==> config.mk <==
export PLATFORM = sky130hd
export DESIGN_NAME = frac_bcd_seq
export DESIGN_NICKNAME = d
export VERILOG_FILES = /design/src/rtl/frac_bcd_seq.sv
export SDC_FILE = /design/constraint.sdc
export NUM_CORES = 1
export LEC_CHECK = 0
export ABC_AREA = 1
export CORE_UTILIZATION = 42
export CTS_BUF_LIST = sky130_fd_sc_hd__clkbuf_8
export DETAILED_ROUTE_END_ITERATION = 10
export PLACE_DENSITY = 0.7
export SYNTH_ARGS = -nofsm -noshare
export SYNTH_HDL_FRONTEND = slang
export SYNTH_SLANG_ARGS = --single-unit
export TNS_END_PERCENT = 10
==> constraint.sdc <==
create_clock -name clk -period 1.5 [get_ports clk]
set_clock_uncertainty 0.1 [all_clocks]
set_input_delay 0.225 -clock clk [delete_from_list [all_inputs] [get_ports clk]]
set_output_delay 0.225 -clock clk [all_outputs]
set_load 0.1 [all_outputs]
==> src/rtl/frac_bcd_seq.sv <==
// frac_bcd_seq: sequential binary-to-BCD converter for the fraction digits.
// The rounded binary fraction is converted by double dabble, one bit per
// clock, into packed BCD digits. The result and the leading-zero count are
// handed to the formatter over a valid/ready handshake.
// Optional feature macro: FRAC_RANGE_CHECK_EN adds the out_ovf port and
// saturates bcd_out to all nines when the value needs a sixth digit.
module frac_bcd_seq #(
    parameter int NBITS   = 17,
    parameter int NDIGITS = 5
) (
    input  logic                   clk,
    input  logic                   rst_n,
    input  logic                   in_valid,
    output logic                   in_ready,
    input  logic [23:0]            frac_in,
    input  logic [4:0]             zero_in,
    output logic                   out_valid,
    input  logic                   out_ready,
    output logic [4*NDIGITS-1:0]   bcd_out,
    output logic [4:0]             zero_out,
    output logic                   busy
`ifdef FRAC_RANGE_CHECK_EN
    ,
    output logic                   out_ovf
`endif
);

    // One guard digit above the presented digits catches values >= 10^NDIGITS.
    localparam int ACC_W = 4 * (NDIGITS + 1);
    localparam int BCD_W = 4 * NDIGITS;
    localparam int CNT_W = $clog2(NBITS + 1);

    localparam logic [1:0] S_IDLE  = 2'd0;
    localparam logic [1:0] S_SHIFT = 2'd1;
    localparam logic [1:0] S_DONE  = 2'd2;

    logic [1:0]       state_q, state_d;
    logic [CNT_W-1:0] cnt_q, cnt_d;
    logic [BCD_W-1:0] bcd_q, bcd_d;
    logic [4:0]       zero_q, zero_d;
    logic             ovf_q, ovf_d;

    logic [NBITS-1:0] bin_q;
    logic [ACC_W-1:0] acc_q;
    logic [ACC_W-1:0] acc_adj;
    logic [ACC_W-1:0] acc_shift;

    logic             accept;
    logic             shifting;

    // Bits of frac_in above NBITS carry no information for this stage.
    logic             unused_frac_hi;
    assign unused_frac_hi = ^frac_in[23:NBITS];

    // Add 3 to every BCD nibble that is 5 or more, so the following left
    // shift carries correctly into the next decimal digit.
    function automatic logic [ACC_W-1:0] dabble_adj(input logic [ACC_W-1:0] a);
        logic [ACC_W-1:0] r;
        r = a;
        for (int i = 0; i < NDIGITS + 1; i++) begin
            if (a[4*i +: 4] >= 4'd5) begin
                r[4*i +: 4] = a[4*i +: 4] + 4'd3;
            end
        end
        return r;
    endfunction

`ifdef FRAC_RANGE_CHECK_EN
    // Saturate to all nines when the guard digit is non-zero; returns {ovf, digits}.
    function automatic logic [BCD_W:0] range_sat(input logic [ACC_W-1:0] a);
        logic [BCD_W:0] r;
        if (a[ACC_W-1:BCD_W] != 4'd0) begin
            r = {1'b1, {NDIGITS{4'h9}}};
        end else begin
            r = {1'b0, a[BCD_W-1:0]};
        end
        return r;
    endfunction
`endif

    assign accept   = (state_q == S_IDLE) && in_valid;
    assign shifting = (state_q == S_SHIFT) && (cnt_q != '0);

    // One double-dabble step: adjust nibbles, then shift {acc, bin} left by one.
    always_comb begin
        acc_adj   = dabble_adj(acc_q);
        acc_shift = (acc_adj << 1) | ACC_W'(bin_q[NBITS-1]);
    end

    // Next-state and result-capture logic for the IDLE/SHIFT/DONE sequencer.
    always_comb begin
        state_d = state_q;
        cnt_d   = cnt_q;
        bcd_d   = bcd_q;
        zero_d  = zero_q;
        ovf_d   = ovf_q;
        case (state_q)
            S_IDLE: begin
                if (in_valid) begin
                    state_d = S_SHIFT;
                    cnt_d   = CNT_W'(NBITS);
                    zero_d  = zero_in;
                end
            end
            S_SHIFT: begin
                if (cnt_q == '0) begin
                    // All bits consumed: capture the digits on entry to DONE.
                    state_d = S_DONE;
`ifdef FRAC_RANGE_CHECK_EN
                    {ovf_d, bcd_d} = range_sat(acc_q);
`else
                    bcd_d = acc_q[BCD_W-1:0];
`endif
                end else begin
                    cnt_d = cnt_q - 1'b1;
                end
            end
            S_DONE: begin
                if (out_ready) begin
                    state_d = S_IDLE;
                end
            end
            default: begin
                state_d = S_IDLE;
            end
        endcase
    end

    // Control and presented-result registers; reset aborts any conversion.
    always_ff @(posedge clk or negedge rst_n) begin
        if (!rst_n) begin
            state_q <= S_IDLE;
            cnt_q   <= '0;
            bcd_q   <= '0;
            zero_q  <= '0;
            ovf_q   <= 1'b0;
        end else begin
            state_q <= state_d;
            cnt_q   <= cnt_d;
            bcd_q   <= bcd_d;
            zero_q  <= zero_d;
            ovf_q   <= ovf_d;
        end
    end

    // Conversion datapath: load on accept, shift while bits remain.
    always_ff @(posedge clk) begin
        if (accept) begin
            bin_q <= frac_in[NBITS-1:0];
            acc_q <= '0;
        end else if (shifting) begin
            bin_q <= bin_q << 1;
            acc_q <= acc_shift;
        end
    end

    // Handshake and status outputs decode the registered state only.
    assign in_ready  = (state_q == S_IDLE);
    assign out_valid = (state_q == S_DONE);
    assign busy      = (state_q == S_SHIFT);
    assign bcd_out   = bcd_q;
    assign zero_out  = zero_q;
`ifdef FRAC_RANGE_CHECK_EN
    assign out_ovf   = ovf_q;
`else
    // Saturation flag exists only with the range check; keep it constant.
    logic unused_ovf;
    assign unused_ovf = ovf_q;
`endif

endmodule

* Word level (Yosys, flattened, before mapping) *
Cells that the tools add are included.

word-level totals
  output and inout bits = 28
  bits in registers = 73
  word-level logic and storage cells = 52

operators by class
  bitwise gates (word level) = 1
  muxes and demuxes = 15
  $add $sub $neg = 7
  reduce and logical (&&, ||, !) cells = 11
  equal/unequal tests = 6
  $lt $le $gt $ge = 6

operators with widths
  operator                                                                             number
  17-bit two-way mux                                                                   2
  4-bit by 3-bit greater-or-equal comparator with 1-bit output, second input constant  6
  24-bit by 1-bit OR with 24-bit output                                                1
  4-bit by 2-bit adder with 4-bit output, second input constant                        5
  4-bit two-way mux                                                                    5
  5-bit two-way mux                                                                    2
  5-bit one-hot mux with 2 select lines                                                1
  2-bit two-way mux                                                                    3
  2-bit one-hot mux with 3 select lines                                                1
  3-bit AND reduction                                                                  2
  5-bit zero test                                                                      1
  5-bit nonzero test                                                                   1
  5-bit by 1-bit subtractor with 5-bit output, second input constant                   1
  2-bit by 1-bit != test with 1-bit output, second input constant                      2
  2-bit != test, second input constant                                                 2
  2-bit AND reduction                                                                  2
  2-bit nonzero test                                                                   2
  3-bit by 2-bit adder with 3-bit output, second input constant                        1
  3-bit two-way mux                                                                    1
  2-bit by 1-bit equality test with 1-bit output, second input constant                1
  2-bit equality test, second input constant                                           1
  1-bit logical AND                                                                    2
  2-bit zero test                                                                      1

* Longest topological paths before layout *
  depth in word-level cells = 4
  depth in mapped cells = 10

* Worst setup path after synthesis *
No wires, ideal clock.

  path type = register to register
  start point = register state_q[1]
  end point = register cnt_q[2]
  buffers on the path = 1
  cell stages (with the launch flop) = 8
  data required time = 1.280 ns
  data arrival time = 2.620 ns
  setup time = 0.120 ns
  setup slack = -1.341 ns
  clock period less this slack = 2.841 ns
  path through = dfrtp_1 -> nor2_1 -> nand2_1 -> nand2_2 -> inv_2 -> buf_6 -> nand2_1 -> nand2_1

on the way
  longest elaborated chain between the ends = 3

ends and longest elaborated chain
  item                                                                  line  text
  start, declared                                                       37    logic [1:0] state_q, state_d;
  start signal, assigned                                                138   state_q <= state_d;
  2-bit zero test *                                                     -
  net in_ready                                                          14    output logic in_ready,
  2-bit != test (no line) / 2-bit nonzero test (equally long branches)  -
  3-bit AND reduction (no line)                                         -
  end signal, assigned                                                  139   cnt_q <= cnt_d;
  end, declared                                                         38    logic [CNT_W-1:0] cnt_q, cnt_d;

Mark *: on every way through the listed nets, which the timed path passes. The rest lies on a longest branch.
A chain may end at the register's enable or synchronous reset.

* Worst setup path in the final report *
  start point = register state_q[0]
  end point = register bcd_q[11] (netlist: bcd_out[11])

on the way
  longest elaborated chain between the ends = 2

ends and longest elaborated chain
  item                                            line  text
  2-bit by 1-bit equality test with 1-bit output  97    case (state_q)
  2-bit AND reduction (no line)                   -
  end signal, assigned                            134   bcd_q <= '0;
  end signal, assigned                            140   bcd_q <= bcd_d;
  end, declared                                   39    logic [BCD_W-1:0] bcd_q, bcd_d;

No other way between the ends.

==> impl_metrics.xml <==
<?xml version="1.0" encoding="UTF-8"?>
<metrics>
  <group name="grt">
    <metric name="antenna_found_initial" unit="">0</metric>
    <metric name="grt_start_max_net_pins" unit="">42</metric>
    <metric name="grt_first_pass_wirelength" unit="um">11600</metric>
    <metric name="grt_pass1_vias" unit="">2618</metric>
    <metric name="grt_use_total" unit="%">19.0</metric>
    <metric name="grt_overflow_total" unit="">0</metric>
  </group>
  <group name="timing">
    <metric name="worst_slew_pin_tran" unit="ns">0.258</metric>
    <metric name="timing.final.crit_period" unit="ns">1.58</metric>
    <metric name="finalHoldWorstSlack" unit="ns">0.163</metric>
    <metric name="finalSetupViolations" unit="">23</metric>
    <metric name="minimum_setup_slack_in_the_final_design" unit="ns">-0.0779</metric>
    <metric name="rsz0062_at_grt" unit="">true</metric>
    <metric name="period_utilization_post_route" unit="%">105</metric>
    <metric name="max-slew-margin-rel" unit="%">82.6</metric>
    <metric name="report.final.hold_viol_count" unit="">0</metric>
    <metric name="slew_violations" unit="">0</metric>
    <metric name="peak_clock_frequency_supported_by_timing" unit="MHz">634</metric>
  </group>
  <group name="floorplanning">
    <metric name="initial_core_util" unit="%">43.9</metric>
    <metric name="core_region_area" unit="sq mm">0.00733</metric>
    <metric name="die-width" unit="um">89.5</metric>
    <metric name="dieArea" unit="sq mm">0.00801</metric>
    <metric name="die_h" unit="um">89.5</metric>
    <metric name="pin_count" unit="">61</metric>
    <metric name="rows" unit="">31</metric>
  </group>
  <group name="detailed_routing">
    <metric name="wire_per_inst" unit="um">12.5</metric>
    <metric name="drt_pass1_iterations" unit="">4</metric>
    <metric name="route.detailed.vias_per_inst" unit="">4.87</metric>
    <metric name="drcViolationCount" unit="">0</metric>
    <metric name="postRouteWirelength" unit="um">7180</metric>
    <metric name="routed-via-count" unit="">2798</metric>
    <metric name="antenna_violating_nets_post_route" unit="">0</metric>
    <metric name="drt_iter0_markers" unit="">145</metric>
  </group>
  <group name="synth">
    <metric name="yosys.area.top_type" unit="">sky130_fd_sc_hd__dfrtp_1</metric>
    <metric name="count_of_different_cell_masters_after_synthesis" unit="">30</metric>
    <metric name="synthMostInstantiatedCell" unit="">sky130_fd_sc_hd__nand2_1</metric>
    <metric name="syn-mean-instance-area" unit="sq um">8.18</metric>
    <metric name="synth-edff-count" unit="">17</metric>
    <metric name="synthArstFlopShare" unit="%">46.4</metric>
    <metric name="ys_top_cells_by_count" unit="">sky130_fd_sc_hd__nand2_1, sky130_fd_sc_hd__inv_1, sky130_fd_sc_hd__dfrtp_1, sky130_fd_sc_hd__nand3_1</metric>
    <metric name="synthDominantCellAreaShare" unit="%">24.9</metric>
    <metric name="post_synth_inst_count" unit="">393</metric>
    <metric name="ys_seq_area_share" unit="%">53.2</metric>
    <metric name="synth.top_cells.by_area" unit="">sky130_fd_sc_hd__dfrtp_1, sky130_fd_sc_hd__nand2_1, sky130_fd_sc_hd__edfxtp_1</metric>
    <metric name="yosys_most_used_dff" unit="">sky130_fd_sc_hd__dfrtp_1</metric>
    <metric name="ys_ff_latch" unit="">69</metric>
    <metric name="postSynthNetCount" unit="">437</metric>
    <metric name="yosys_warnings" unit="">0</metric>
    <metric name="post_synth_instance_area" unit="sq mm">0.00322</metric>
  </group>
  <group name="setup_path">
    <metric name="critical_path.cell_chain" unit="">inv_2 &gt; nor2_4 &gt; buf_4 &gt; nand4_4 &gt; clkbuf_16 &gt; o21ai_0</metric>
    <metric name="cp_data_required_time" unit="ns">1.64</metric>
    <metric name="end_kind" unit="">flip-flop</metric>
    <metric name="max_stage_delay" unit="ns">0.40</metric>
    <metric name="critical-path-slowest-cell" unit="">sky130_fd_sc_hd__dfrtp_2</metric>
    <metric name="critPathKind" unit="">reg2reg</metric>
    <metric name="worstPathMaxFanout" unit="">20</metric>
    <metric name="worstPathArrival" unit="ns">1.72</metric>
    <metric name="crit_path_start_kind" unit="">flip-flop</metric>
  </group>
  <group name="layout">
    <metric name="area_growth_syn_to_layout" unit="%">46.2</metric>
    <metric name="multiInputGateArea" unit="sq mm">0.00139</metric>
    <metric name="filler_cell_count" unit="">580</metric>
    <metric name="reg_area" unit="sq mm">0.00172</metric>
    <metric name="diodes" unit="">0</metric>
    <metric name="fraction_of_final_layout_cells_with_drive_strength_greater_than_1" unit="%">20.4</metric>
    <metric name="nets" unit="">514</metric>
    <metric name="finalCoreUtilization" unit="%">64.1</metric>
  </group>
  <group name="clock_network">
    <metric name="clock_tree.buffer_depth" unit="">2</metric>
    <metric name="tritoncts" unit="">yes</metric>
    <metric name="numClockSinks" unit="">69</metric>
    <metric name="postCtsHoldBufs" unit="">0</metric>
    <metric name="clk-insertion-delay-late" unit="ns">0.34</metric>
    <metric name="clkTransAtPathRegs" unit="ns">0.07</metric>
    <metric name="clock_tree.htree_level_count" unit="">3</metric>
    <metric name="cts_made_buffers" unit="">9</metric>
    <metric name="clk_root_buffer_cell" unit="">sky130_fd_sc_hd__clkbuf_8</metric>
  </group>
  <group name="place">
    <metric name="port_buffers" unit="">53</metric>
    <metric name="hpwl" unit="um">4400</metric>
    <metric name="place.gp.congestion" unit="">0.831</metric>
  </group>
  <group name="status">
    <metric name="run_status" unit="">finished with violations</metric>
    <metric name="failed_checks" unit="">negative setup slack</metric>
  </group>
  <group name="hold_path">
    <metric name="min_path_type" unit="">in2async</metric>
  </group>
  <group name="job">
    <metric name="drv_cap" unit="">0</metric>
  </group>
</metrics>
-- final timing paths --
check | startpoint | to | slack [ns] | cells after the start
setup reg to reg | state_q[0] | bcd_out[11] | -0.08 | 6
min in group clk | zero_in[2] | zero_out[2] | 0.32 | 3
hold / removal | rst_n | bcd_out[7] | 0.16 | 2
max in group asynchronous | rst_n | state_q[0] | 0.94 | 2
hold reg to reg | bin_q[16] | acc_q[0] | 0.35 | 2
setup / recovery | state_q[0] | bcd_out[11] | -0.08 | 6
-- cells in the final DEF, fill, tap and decap left out, types with 3 or more instances in the layout --
cell                                n
sky130_fd_sc_hd__buf_12            31
sky130_fd_sc_hd__nand2_1          158
sky130_fd_sc_hd__nor2_4             3
sky130_fd_sc_hd__clkdlybuf4s50_1   25
sky130_fd_sc_hd__nand2_8            3
sky130_fd_sc_hd__dfrtp_1           30
sky130_fd_sc_hd__nor2_1            12
sky130_fd_sc_hd__dfxtp_1           18
sky130_fd_sc_hd__nand3b_1           6
sky130_fd_sc_hd__a21oi_1            7
sky130_fd_sc_hd__buf_6              4
sky130_fd_sc_hd__or2_2              4
sky130_fd_sc_hd__nand2_2            3
sky130_fd_sc_hd__o21ai_1           13
sky130_fd_sc_hd__inv_1             35
sky130_fd_sc_hd__buf_4             15
sky130_fd_sc_hd__nand3_1           24
sky130_fd_sc_hd__clkbuf_8           9
sky130_fd_sc_hd__clkbuf_16          3
sky130_fd_sc_hd__edfxtp_1          17
sky130_fd_sc_hd__o21ai_0           17
sky130_fd_sc_hd__ha_1               9
-- logic make-up after synthesis --
logic type               after synthesis  synth area share, %
flip-flops                            69                 53.2
AO/OA/AOI/OAI                         42                 6.85
adder cells (fa/ha/maj)               11                 4.28
XOR/XNOR                               1                0.272
AND/OR/NAND/NOR                      217                 28.3
buffers and inverters                 53                 7.08
-- metal layers --
metal	vias to the layer above	GRT usage [%]	part of all wire [%]
li1	1408	-	-
met3	8	4.62	3.5
met2	65	32.5	50
met5	-	0	0
met1	1317	23.0	45
met4	0	8.08	1.2
-- registers in the layout, indices dropped and copies added, names as in the netlist --
signal	flops
acc_q	20
bcd_out	20
bin_q	17
cnt_q	5
zero_out	5
state_q	2
-- what timing repair did --
action | 4_1_cts | 5_1_grt
cloned | 0 | 5
endpoints found under the setup margin | 14 | 77
endpoints found under the hold margin | 0 | 0
gates resized for setup | 9 | 20
pin swaps | 2 | 3
buffers inserted | 3 | 1
-- stage by stage --
| stage | setup TNS (ns) | instances | area, sq um | worst slack, ns |
|---|---|---|---|---|
| 2_1_floorplan | -15.49 | 393 | 3270 | -0.354 |
| 3_3_place_gp | -0.0647 | 549 | 4280 | -0.0151 |
| 3_5_place_dp | -0.306 | 549 | 4280 | -0.0406 |
| 4_1_cts | -0.154 | 568 | 4530 | -0.0693 |
| 5_1_grt | -3.70 | 574 | 4700 | -0.155 |
| 6_report | -0.373 | 574 | 4700 | -0.0779 |
-- area by class of cell --
class	count	share of cell area [%]
Clock buffer	9	2.64
Clock inverter	7	1.73
Inverter	39	3.38
Multi-Input combinational cell	273	29.6
Sequential cell	69	36.5
Tap cell	99	2.64
Timing Repair Buffer	78	23.5
-- critical path: cells and delay by family, from the launching register on --
kind / cells / cell delay, ns
AO/OA/AOI/OAI: 1 / 0.19
buffers and inverters: 3 / 0.47
flip-flops: 1 / 0.40
AND/OR/NAND/NOR: 2 / 0.32
Power is left out: the tool's default activity adds up to more than one toggle a clock period on the data nets, which glitch-free logic cannot reach.
